## config.mk

```make
export PLATFORM = sky130hd
export DESIGN_NAME = change_dispenser
export DESIGN_NICKNAME = d
export VERILOG_FILES = /design/src/rtl/change_dispenser.sv
export SDC_FILE = /design/constraint.sdc
export NUM_CORES = 1
export LEC_CHECK = 0
export CORE_MARGIN = 5
export CORE_UTILIZATION = 48
export CTS_CLUSTER_DIAMETER = 80
export DETAILED_ROUTE_END_ITERATION = 16
export HOLD_SLACK_MARGIN = 0.02
export PLACE_DENSITY_LB_ADDON = 0.2
export SETUP_SLACK_MARGIN = 0.3
export SYNTH_ARGS = -nofsm -noshare
export SYNTH_HDL_FRONTEND = slang
export SYNTH_SLANG_ARGS = --single-unit
```

## constraint.sdc

```tcl
create_clock -name clk -period 2.84 [get_ports clk]
set_input_delay 0.568 -clock clk [delete_from_list [all_inputs] [get_ports clk]]
set_output_delay 0.568 -clock clk [all_outputs]
set_load 0.05 [all_outputs]
```

## src/rtl/change_dispenser.sv

```systemverilog
// change_dispenser: pays out 0-35 cents of change as dimes and nickels by
// handshaking with a coin hopper. Dimes are preferred while at least two
// nickels are owed. A stalled hopper (no hop_ack within ACK_TIMEOUT cycles)
// or, with inventory tracking, a coin shortfall latches a sticky fault.
//
// Build option: define CHANGE_INVENTORY_EN to add per-coin inventory
// counters, the refill input and the shortfall fault. Without it the hopper
// is assumed never to run dry and refill is ignored.
module change_dispenser #(
  parameter int INV_W       = 6,
  parameter int ACK_TIMEOUT = 15
) (
  input  logic       clk,
  input  logic       rst_n,
  input  logic       change_valid,
  input  logic [2:0] change,
  output logic       change_ready,
  output logic       hop_nickel,
  output logic       hop_dime,
  input  logic       hop_ack,
  input  logic       refill,
  output logic       done,
  output logic       fault,
  output logic [2:0] remaining
);

  localparam logic [2:0] S_IDLE     = 3'd0;
  localparam logic [2:0] S_REQ      = 3'd1;
  localparam logic [2:0] S_WAIT_REL = 3'd2;
  localparam logic [2:0] S_DONE     = 3'd3;
  localparam logic [2:0] S_FAULT    = 3'd4;

  localparam int CNT_W = $clog2(ACK_TIMEOUT + 1);

  logic [2:0]       state_q, state_d;
  logic [2:0]       remaining_q, remaining_d;
  logic [CNT_W-1:0] cnt_q, cnt_d;
  // lock_q: coin choice for the current request has been frozen in sel_dime_q
  logic             lock_q, lock_d;
  logic             sel_dime_q, sel_dime_d;

  logic dime_avail, nickel_avail;
  logic want_dime, want_nickel;
  logic coin_taken;

`ifdef CHANGE_INVENTORY_EN
  logic [INV_W-1:0] dime_inv_q, dime_inv_d;
  logic [INV_W-1:0] nickel_inv_q, nickel_inv_d;

  function automatic logic [INV_W-1:0] sat_dec(input logic [INV_W-1:0] v);
    return (v == '0) ? v : v - 1'b1;
  endfunction

  assign dime_avail   = (dime_inv_q != '0);
  assign nickel_avail = (nickel_inv_q != '0);

  // Inventory update: refill reloads both counters and overrides a same-edge decrement
  always_comb begin
    dime_inv_d   = dime_inv_q;
    nickel_inv_d = nickel_inv_q;
    if (refill) begin
      dime_inv_d   = '1;
      nickel_inv_d = '1;
    end else if (coin_taken) begin
      if (hop_dime) dime_inv_d   = sat_dec(dime_inv_q);
      else          nickel_inv_d = sat_dec(nickel_inv_q);
    end
  end

  // Inventory registers, full after reset
  always_ff @(posedge clk or negedge rst_n) begin
    if (!rst_n) begin
      dime_inv_q   <= '1;
      nickel_inv_q <= '1;
    end else begin
      dime_inv_q   <= dime_inv_d;
      nickel_inv_q <= nickel_inv_d;
    end
  end
`else
  logic [INV_W-1:0] unused_inv;
  assign unused_inv   = {INV_W{refill}};
  assign dime_avail   = 1'b1;
  assign nickel_avail = 1'b1;
`endif

  // Coin selection: fresh choice on the first REQ cycle, frozen choice afterwards
  always_comb begin
    want_dime   = (remaining_q >= 3'd2) && dime_avail;
    want_nickel = !want_dime && (remaining_q >= 3'd1) && nickel_avail;
    hop_dime    = 1'b0;
    hop_nickel  = 1'b0;
    if (state_q == S_REQ) begin
      hop_dime   = lock_q ? sel_dime_q  : want_dime;
      hop_nickel = lock_q ? !sel_dime_q : want_nickel;
    end
  end

  assign coin_taken   = (state_q == S_REQ) && hop_ack && (hop_dime || hop_nickel);
  assign change_ready = (state_q == S_IDLE);
  assign done         = (state_q == S_DONE);
  assign fault        = (state_q == S_FAULT);
  assign remaining    = remaining_q;

  // Payout FSM next-state, remaining balance and ack timeout counter
  always_comb begin
    state_d     = state_q;
    remaining_d = remaining_q;
    cnt_d       = '0;
    lock_d      = 1'b0;
    sel_dime_d  = sel_dime_q;
    case (state_q)
      S_IDLE: begin
        if (change_valid) begin
          remaining_d = change;
          state_d     = (change == 3'd0) ? S_DONE : S_REQ;
        end
      end
      S_REQ: begin
        if (!lock_q && !want_dime && !want_nickel) begin
          state_d = S_FAULT;
        end else if (coin_taken) begin
          remaining_d = remaining_q - (hop_dime ? 3'd2 : 3'd1);
          state_d     = S_WAIT_REL;
        end else if (cnt_q == CNT_W'(ACK_TIMEOUT - 1)) begin
          state_d = S_FAULT;
        end else begin
          cnt_d      = cnt_q + 1'b1;
          lock_d     = 1'b1;
          sel_dime_d = hop_dime;
        end
      end
      S_WAIT_REL: begin
        if (!hop_ack) state_d = (remaining_q != 3'd0) ? S_REQ : S_DONE;
      end
      S_DONE:  state_d = S_IDLE;
      S_FAULT: state_d = S_FAULT;
      default: state_d = S_IDLE;
    endcase
  end

  // FSM and datapath registers
  always_ff @(posedge clk or negedge rst_n) begin
    if (!rst_n) begin
      state_q     <= S_IDLE;
      remaining_q <= 3'd0;
      cnt_q       <= '0;
      lock_q      <= 1'b0;
      sel_dime_q  <= 1'b0;
    end else begin
      state_q     <= state_d;
      remaining_q <= remaining_d;
      cnt_q       <= cnt_d;
      lock_q      <= lock_d;
      sel_dime_q  <= sel_dime_d;
    end
  end

endmodule

```

; ---- Word-level counts from Yosys, hierarchy flattened
; Cells that the tools add are included.
[totals]
regBits = 12
in_bits = 8
output_inout_bits = 8
elab_cells = 64
[op_classes]
add_sub_neg = 2
n_lt_le_gt_ge = 2
n_eq_ne = 10
muxes = 25
bitwise = 3
n_reduce_logical = 17
[op_table]
columns = operator, count
row1 = $mux W3, 8
row2 = $mux W4, 4
row3 = $pmux W3 S4, 1
row4 = $mux W1, 8
row5 = $ne A2 B2 Y1 const B, 4
row6 = $reduce_and A4 Y1, 2
row7 = $eq A3 B2 Y1 const B, 2
row8 = $logic_not A3 Y1, 2
row9 = $mux W2, 3
row10 = $pmux W3 S2, 1
row11 = $logic_and A1 B1 Y1, 5
row12 = $add A4 B1 Y4 const B, 1
row13 = $eq A4 B4 Y1 const B, 1
row14 = $logic_not A1 Y1, 4
row15 = $ne A4 B2 Y1 const B, 1
row16 = $eq A3 B1 Y1 const B, 1
row17 = $eq A3 B3 Y1 const B, 1
row18 = $ge A3 B1 Y1 const B, 1
row19 = $ge A3 B2 Y1 const B, 1
row20 = $not A1 Y1, 3
row21 = $reduce_and A3 Y1, 1
row22 = $reduce_bool A3 Y1, 1
row23 = $sub A3 B2 Y3, 1
row24 = $reduce_bool A2 Y1, 1
row25 = $logic_or A1 B1 Y1, 1

; ---- Logic depth before layout (Yosys ltp)
; Gate-level depths: netlist (run 1).
[logic_depth]
word_depth = 10
ltp_mapped = 9
depth_no_buf = 8

; ---- Worst setup path after synthesis (run 1)
; No wires, ideal clock.
[synth_path]
path_type = register to output
start = register state_q[0]
end = output fault
arrival_ns = 1.854
required_time_ns = 2.272
setup_slack_ns = 0.418
stages_incl_launch_ff = 3
n_path_buf = 1
path_cell_list = dfrtp_1 -> clkbuf_1 -> nor3b_1
[synth_between]
elab_chain_len = 1
[synth_lines]
columns = element, line_no
row1 = from (decl), 35  ; logic [2:0] state_q, state_d;
row2 = from (signal assigned), 151  ; state_q <= state_d;
row3 = $eq A3 B3 Y1, 102  ; assign fault = (state_q == S_FAULT);
row4 = to (decl), 23  ; output logic fault,
; No other way between the ends.

; ---- Worst setup path after layout (run 1)
[layout_path]
start = register state_q[0]
end = output change_ready
[layout_between]
elab_chain_len = 1
[layout_lines]
columns = element, line_no
row1 = $logic_not A3 Y1, 100  ; assign change_ready = (state_q == S_IDLE);
row2 = to (decl), 17  ; output logic change_ready,
; No other way between the ends.

==> results of run 1 <==
## layer usage
metal	vias to the layer above	GRT usage (%)	wire, um
met5	-	0	0
met4	0	9.170	43
met3	4	1.506	57
met2	14	24.25	753
met1	290	16.29	668
li1	322	-	-
## worst register-to-register path: cells and delay by family (launching register included)
family	cells	cell delay, ns
multiplexers	1	0.32
flip-flops	1	0.42
AO/OA/AOI/OAI	1	0.10
adder cells (fa/ha/maj)	2	0.69
AND/OR/NAND/NOR	3	0.71
## final timing paths
check,slack [ns],startpoint,cells past startpoint,endpoint
max reg2reg,0.48,state_q[2]$_DFFE_PN0P_,7,remaining[1]$_DFFE_PN0P_
min,0.50,cnt_q[0]$_DFF_PN0_,1,cnt_q[0]$_DFF_PN0_
min reg2reg,0.50,cnt_q[0]$_DFF_PN0_,1,cnt_q[0]$_DFF_PN0_
max,0.44,state_q[0]$_DFFE_PN0P_,3,change_ready
max in group asynchronous,1.87,rst_n,1,cnt_q[3]$_DFF_PN0_
min in group asynchronous,0.64,rst_n,1,cnt_q[0]$_DFF_PN0_
## synth_stat cells, drive strengths merged
cell	n	area, um^2
or3b	1	8.760
o31ai	2	15.01
fa	1	20.02
nor4b	1	8.760
xor2	1	8.760
nand2	7	26.28
a31oi	2	27.53
a211o	1	8.760
nor3	5	30.03
mux2	2	22.52
ha	3	37.54
or4	1	11.26
inv	7	26.28
nor4	1	6.260
dfrtp	12	300.3
nand3	3	15.01
o32ai	1	8.760
nor2	11	41.29
a2bb2oi	1	8.760
clkbuf	3	11.26
a311oi	1	8.760
mux2i	1	10.01
nand2b	1	6.260
a2111oi	1	8.760
xnor2	1	8.760
nor2b	1	6.260
o21ai	4	20.02
a21oi	3	15.01
buf	1	5.000
nor3b	2	15.01
## sequential cells by signal, indices dropped and copies added (netlist names)
name and flops:
lock_q 1, sel_dime_q 1, cnt_q 4, remaining 3, state_q 3
## stage by stage
stage | instances | util (%) | area [um^2] | total power [uW]
6_report | 114 | 63.53 | 945.9 | 1127
5_1_grt | 114 | 63.53 | 945.9 | 1214
4_1_cts | 114 | 63.36 | 943.4 | 1139
3_5_place_dp | 111 | 61.85 | 920.9 | 1040
3_3_place_gp | 111 | 61.85 | 920.9 | 1015
2_1_floorplan | 82 | - | 747.0 | 798.8
## final cells by class
class                      instances  area, um^2  share of cell area (%)
clock buffer                       3       22.52                   2.381
inverter                           7       26.28                   2.778
multi-input combinational         59       404.1                   42.72
sequential                        12       300.3                   31.75
tap                               16       20.02                   2.116
timing repair buffer              17       172.7                   18.25
## power by group
part           internal, uW  switching (uW)
Combinational           289             452
Clock                  48.9            47.2
Sequential              229            61.0
## cell families after synthesis
family          count (synthesis)  synth area share (%)
fa+ha+maj                       4                 7.706
xor+xnor                        2                 2.345
buf+inv                        11                 5.695
simple gates                   34                 23.45
flops                          12                 40.20
compound gates                 16                 16.25
mux                             3                 4.355
## repair_timing
action,CTS,global route
endpoints found under the hold margin,0,0
setup endpoints to repair,0,1
resized for setup,0,1
==> results.yml, run 1 <==
run_status:
  outcome: "finished, final reports clean"
synth:
  syn_area_per_cell_um2: 9.109
  synth.distinct_cells: 32
  ys_warn_count: 0
  syn-num-nets: 94
  ys_ff_latch: 12
  seq_area_frac_synth_pct: 40.20
  syn_inst: 82
  syn-cell-area_um2: 747.0
global_routing:
  grt_overflow: 0
  grt_max_degree: 15
  grt_pass1_wl_um: 2684
  grt_use_total_pct: 14.09
  grt_pass1_vias: 620
  antenna_found_initial: 0
timing:
  layout_setup_ws_ns: 0.4448
  clock_skew_ns: 0.0007860
  setup_viol: 0
  hold_viol_final: 0
  drv_slew: 0
  post-route-period-util_pct: 84.34
  setup-tns-final_ns: 0
  fin_crit_ns: 2.395
  tightest_slew_ns: 0.5247
  holdWs_ns: 0.4972
  fmaxAchievable_ghz: 0.4175
  rsz0062_at_grt: "false"
  slew_headroom_pct: 64.91
placement:
  place_congestion: 0.7643
  place_ws_ns: 0.5022
  dp_hpwl_um: 1201
  portBuffers: 14
cts:
  cts_hold_buffers: 0
  clkLatencyLatePin_ns: 0.26
  htree_levels: 1
  clkTransAtPathRegs_ns: 0.06
  cts-root-buf: "clkbuf_4"
  clockBufferDepth: 2
  clock-sinks: 12
  cts_tree: "built"
  cts_setup_buffers: 0
  numCtsBuffers: 3
min_path:
  hold_path_class: "reg2reg"
routing:
  vias: 630
  viasPerCell: 5.526
  routed_wl_um: 1524
  ant_nets: 0
  firstDrtPassIters: 4
  drc: 0
  wl_per_cell_um: 13.37
  first_iter_violations: 5
critical_path:
  critPathMaxStageDelay_ns: 0.83
  required_ns: 2.27
  worstSetupPathType: "reg2out"
  critical_path.top_delay_family: "buffers and inverters"
  path_cells: "buf_4 > nor3_1 > clkdlybuf4s50_1"
  worst_setup_path_end_kind: "output pin"
  critPathLaunchType: "flip-flop"
  slowest_stage: "clkdlybuf4s50_1"
  critPathBufInv: 2
  path_max_fanout: 14
  cp.arrival_ns: 1.83
die:
  io_pins: 16
  start_util_pct: 50.17
  die_x_um: 49.45
  die-area_um2: 2445
  rows: 14
  die_h_um: 49.45
  core_um2: 1489
pwr:
  vdd_drop_max_uv: 634.5
  power_leakage_uw: 0.0004343
  power_density_nw_per_um2: 1191
final_layout:
  diodes: 0
  final_nets: 112
  mostFrequentLayoutCells: "dfrtp_1 (12), nor2_1 (11), clkdlybuf4s50_1 (11)"
  final_common_cell: "dfrtp_1"
  fillCellCount: 129
  drive_above_1_share_pct: 11.22
  syn2layout_area_growth_pct: 26.63
run:
  max_cap_viol_count: 0
Power figures use the tool's default switching activity.
==> inputs of run 2 (changes only) <==
==> constraint.sdc (replaced) <==
create_clock -name clk -period 2.3 [get_ports clk]
set_input_delay 0.46 -clock clk [delete_from_list [all_inputs] [get_ports clk]]
set_output_delay 0.46 -clock clk [all_outputs]
set_load 0.05 [all_outputs]
==> run 2 against run 1 <==
Net effect:
- clock power grew 65%
- design area rose by 13%
- sequential share of layout area decreased by 3.4 points
- critical endpoint is now remaining[1]$_DFFE_PN0P_
- sequential power increased by 25%
- power rose by 46%
- cell count is 3.5% higher
==> results.yml, run 2 (synthesized netlist as in run 1, its figures left out) <==
cts:
  numCtsBuffers: 3
  clock-sinks: 12
  htree_levels: 1
  clkLatencyLatePin_ns: 0.26
  clkTransAtPathRegs_ns: 0.07
  clockBufferDepth: 2
  cts-root-buf: "clkbuf_4"
  cts_tree: "built"
timing:
  tightest_slew_ns: 0.5056
  rsz0062_at_grt: "true"
  setup_viol: 0
  post-route-period-util_pct: 90.58
  drv_slew: 0
  setup-tns-final_ns: 0
  fmaxAchievable_ghz: 0.4800
  clock_skew_ns: 0.006063
  fin_crit_ns: 2.083
  slew_headroom_pct: 66.24
  hold_viol_final: 0
  holdWs_ns: 0.4966
final_layout:
  syn2layout_area_growth_pct: 43.22
  mostFrequentLayoutCells: "nor2_1 (10), dfrtp_1 (10), buf_4 (9)"
  instances_no_fill: 118
  final_nets: 115
  drive_above_1_share_pct: 32.35
  diodes: 0
  largest_reg_flops: 4
  largest_register: "cnt_q"
run_status:
  outcome: "finished, final reports clean"
global_routing:
  grt_overflow: 0
  grt_pass1_vias: 627
  grt_use_total_pct: 13.34
  grt_max_degree: 15
  antenna_found_initial: 0
  grt_pass1_wl_um: 2677
die:
  io_pins: 16
  start_util_pct: 50.17
  die-area_um2: 2445
  die_x_um: 49.45
  core_um2: 1489
  rows: 14
  die_h_um: 49.45
placement:
  portBuffers: 14
  dp_hpwl_um: 1185
  place_congestion: 0.7462
  place_inst: 113
critical_path:
  critPathBufInv: 0
  worstSetupPathType: "reg2reg"
  path_cells: "or3b_4 > nor2_4 > nand2_2 > ha_4 > fa_2 > o21ai_2 > mux2_4"
  cp.arrival_ns: 2.23
  path_max_fanout: 2
  critical_path.top_delay_family: "adder cells"
  worst_setup_path_end_kind: "flip-flop"
  critPathLaunchType: "flip-flop"
  slowest_stage: "fa_2"
  required_ns: 2.45
  critPathMaxStageDelay_ns: 0.53
min_path:
  hold_path_class: "reg2reg"
routing:
  firstDrtPassIters: 4
  first_iter_violations: 7
  wl_per_cell_um: 13.00
  drc: 0
  routed_wl_um: 1534
  vias: 636
  ant_nets: 0
  viasPerCell: 5.390
run:
  max_cap_viol_count: 0
pwr:
  power_leakage_uw: 0.0004682
  power_density_nw_per_um2: 1542
  vdd_drop_max_uv: 985.1
-- run 2: cell types whose count changed in the layout (fill, tap and decap cells not counted), moves of 2 or more --
cell             delta
buf_4               +5
nor3_2              +2
clkdlybuf4s50_1     -5
nor3_1              -2
dfrtp_1             -2
dfrtp_2             +2
-- run 2: through the flow --
stage	instance area [um^2]	util [%]	setup slack, ns	total power, uW
after detailed placement	968.4	65.04	0.1428	1366
after global placement	968.4	65.04	0.1651	1344
after floorplan	784.5	-	0.06581	1060
after CTS	1022	68.66	0.1777	1573
after global routing	1070	71.85	0.1373	1790
final	1070	71.85	0.2167	1650
-- run 2: area by class of cell --
class	instances	area (um^2)
flip-flops and latches	12	302.8
well taps	16	20.02
multi-input cells	59	479.2
fillers	111	419.2
clock buffers	4	36.28
repair buffers	20	201.4
inverters	7	30.03
-- run 2: worst paths after layout --
check                                       start                        to  slack [ns]  cells past startpoint
max in group asynchronous                   rst_n  remaining[2]$_DFFE_PN0P_        1.41                      1
min in group asynchronous                   rst_n          lock_q$_DFF_PN0_        0.53                      1
hold reg to reg                cnt_q[0]$_DFF_PN0_        cnt_q[0]$_DFF_PN0_        0.50                      1
setup reg to reg           state_q[2]$_DFFE_PN0P_  remaining[1]$_DFFE_PN0P_        0.22                      7
setup / recovery           state_q[2]$_DFFE_PN0P_  remaining[1]$_DFFE_PN0P_        0.22                      7
hold / removal                 cnt_q[0]$_DFF_PN0_        cnt_q[0]$_DFF_PN0_        0.50                      1
-- run 2: what timing repair did --
action / in CTS / in global routing
pin swaps: 3 / 5
gates resized for setup: 5 / 9
buffers inserted: 1 / 0
endpoints found under the setup margin: 4 / 6
hold buffers: 0 / 0
-- run 2: power breakdown --
part | switching (uW) | internal, uW
Clock | 63.3 | 96.1
Sequential | 76.0 | 286
Combinational | 646 | 482
Total | 785 | 865
-- run 2: metal layers --
layer  GRT usage [%]  wire, um
met5               0         0
met2           21.67       776
met3           1.506        43
met1           17.99       715
met4           5.240         0
==> inputs of run 3 (changes only) <==
--- a/config.mk
+++ b/config.mk
@@ -6,7 +6,8 @@
 export NUM_CORES = 1
 export LEC_CHECK = 0
 export CORE_MARGIN = 5
-export CORE_UTILIZATION = 48
+export CORE_UTILIZATION = 35
+export CTS_BUF_LIST = sky130_fd_sc_hd__clkbuf_4
 export CTS_CLUSTER_DIAMETER = 80
 export DETAILED_ROUTE_END_ITERATION = 16
 export HOLD_SLACK_MARGIN = 0.02
==> run 3 against run 2 <==
Net effect:
- via count rose by 3.3%
- die area rose by 29%
- clock skew rose by 0.0023 ns
- combinational power fell by 9%
- sequential power barely moved
- maximum frequency rose by 1.3%
- design area fell by 3.5%
- global-route usage fell by 2.0 points
- highest routed layer is now met4
- core utilization fell by 20 points
- first-iteration DRC count rose by 71%
==> results.yml, run 3 (synthesized netlist as in run 1, its figures left out) <==
critical_path:
  required_ns: 2.47
  path_max_fanout: 2
  crit_start: "state_q[1]$_DFFE_PN0P_"
  worst_setup_path_end_kind: "flip-flop"
  critPathLaunchType: "flip-flop"
  worstSetupPathType: "reg2reg"
  r2r_slack_ns: 0.24
  cp.arrival_ns: 2.23
  rr_startpoint: "state_q[1]$_DFFE_PN0P_"
die:
  die_x_um: 56.20
  io_pins: 16
  core_um2: 2002
  die-area_um2: 3158
  die_h_um: 56.20
  rows: 16
  start_util_pct: 37.31
cts:
  cts_tree: "built"
  clkLatencyLatePin_ns: 0.28
  clockBufferDepth: 2
  clkTransAtPathRegs_ns: 0.09
  htree_levels: 1
  numCtsBuffers: 3
  cts-root-buf: "clkbuf_4"
  clock-sinks: 12
routing:
  wl_per_cell_um: 13.16
  ant_nets: 0
  drc: 0
  viasPerCell: 5.133
  vias: 657
  firstDrtPassIters: 4
  first_iter_violations: 12
  routed_wl_um: 1685
final_layout:
  largest_reg_flops: 4
  largest_register: "cnt_q"
  mostFrequentLayoutCells: "nor2_1 (10), dfrtp_1 (10), buf_4 (8)"
  final_nets: 114
  fillCellCount: 193
  drive_above_1_share_pct: 28.71
  fin_util_pct: 51.56
  syn2layout_area_growth_pct: 38.19
  diodes: 0
timing:
  fmaxAchievable_ghz: 0.4863
  hold_viol_final: 0
  setup-tns-final_ns: 0
  drv_slew: 0
  fin_crit_ns: 2.056
  post-route-period-util_pct: 89.41
  rsz0062_at_grt: "true"
  tightest_slew_ns: 0.5397
  setup_viol: 0
  clock_skew_ns: 0.008370
  slew_headroom_pct: 63.91
global_routing:
  grt_pass1_vias: 662
  grt_pass1_wl_um: 2808
  grt_use_total_pct: 11.33
  antenna_found_initial: 0
  grt_max_degree: 15
  grt_overflow: 0
pwr:
  power_density_nw_per_um2: 1486
  vdd_drop_max_uv: 719.7
  power_leakage_uw: 0.0004409
run:
  max_cap_viol_count: 0
placement:
  portBuffers: 14
  dp_hpwl_um: 1261
  place_congestion: 0.7434
min_path:
  hold_path_class: "reg2reg"
  min-delay-start: "cnt_q[0]$_DFF_PN0_"
run_status:
  outcome: "finished, final reports clean"
## run 3: cell types whose count changed in the layout (fill, tap and decap cells not counted), sizes merged
cell,before,now
dlymetal6s2s,2,0
buf,11,10
clkbuf,4,3
clkinv,0,1
dlygate4sd2,1,3
## run 3: critical path, cell delays in order, from the launching register on
cell and delay (ns):
dfrtp_1 0.39, or3b_4 0.41, nor2_2 0.11, nand2_2 0.10, ha_4 0.17, fa_1 0.47
o21ai_1 0.06, mux2_4 0.25
## run 3: cell type report
cell class | count | area, um^2 | share of cell area [%]
Clock buffer | 3 | 22.52 | 2.182
Clock inverter | 1 | 3.754 | 0.3636
Inverter | 7 | 30.03 | 2.909
Multi-Input combinational cell | 59 | 452.9 | 43.88
Sequential cell | 12 | 302.8 | 29.33
Tap cell | 27 | 33.78 | 3.273
Timing Repair Buffer | 19 | 186.4 | 18.06
## run 3: path summary, 6_finish.rpt
path                       cells past startpoint                  endpoint
min                                            1        cnt_q[0]$_DFF_PN0_
min in group asynchronous                      1    state_q[0]$_DFFE_PN0P_
max reg2reg                                    7  remaining[1]$_DFFE_PN0P_
max                                            7  remaining[1]$_DFFE_PN0P_
max in group asynchronous                      1  remaining[2]$_DFFE_PN0P_
min reg2reg                                    1        cnt_q[0]$_DFF_PN0_
## run 3: power breakdown
part | switching (uW) | total (uW) | internal, uW
Clock | 77.4 | 140 | 62.9
Combinational | 610 | 1030 | 419
Sequential | 77.9 | 364 | 286
Total | 766 | 1530 | 768
## run 3: timing repair
action | 4_1_cts | 5_1_grt
pin swaps | 5 | 5
setup buffers | 0 | 0
resized for setup | 4 | 6
setup endpoints to repair | 7 | 4
hold buffers | 0 | 0
## run 3: metrics by stage
stage | cells | hold WS (ns) | total power [uW] | cell area (um^2) | worst slack, ns
global placement | 124 | 0.4703 | 1354 | 982.2 | 0.1639
CTS | 128 | 0.4927 | 1501 | 1007 | 0.1703
detailed placement | 124 | 0.4829 | 1370 | 982.2 | 0.1447
finish | 128 | 0.4897 | 1534 | 1032 | 0.2435
floorplan | 82 | 0.1644 | 1060 | 784.5 | 0.06581
global route | 128 | 0.5267 | 1656 | 1032 | 0.1430
## run 3: per-layer routing
metal / routed length, um / up-vias / track usage, %
met5: 0 / - / 0
met4: 10 / 0 / 3.051
met3: 73 / 2 / 5.336
met2: 868 / 11 / 17.86
met1: 733 / 317 / 13.80
li1: - / 327 / -
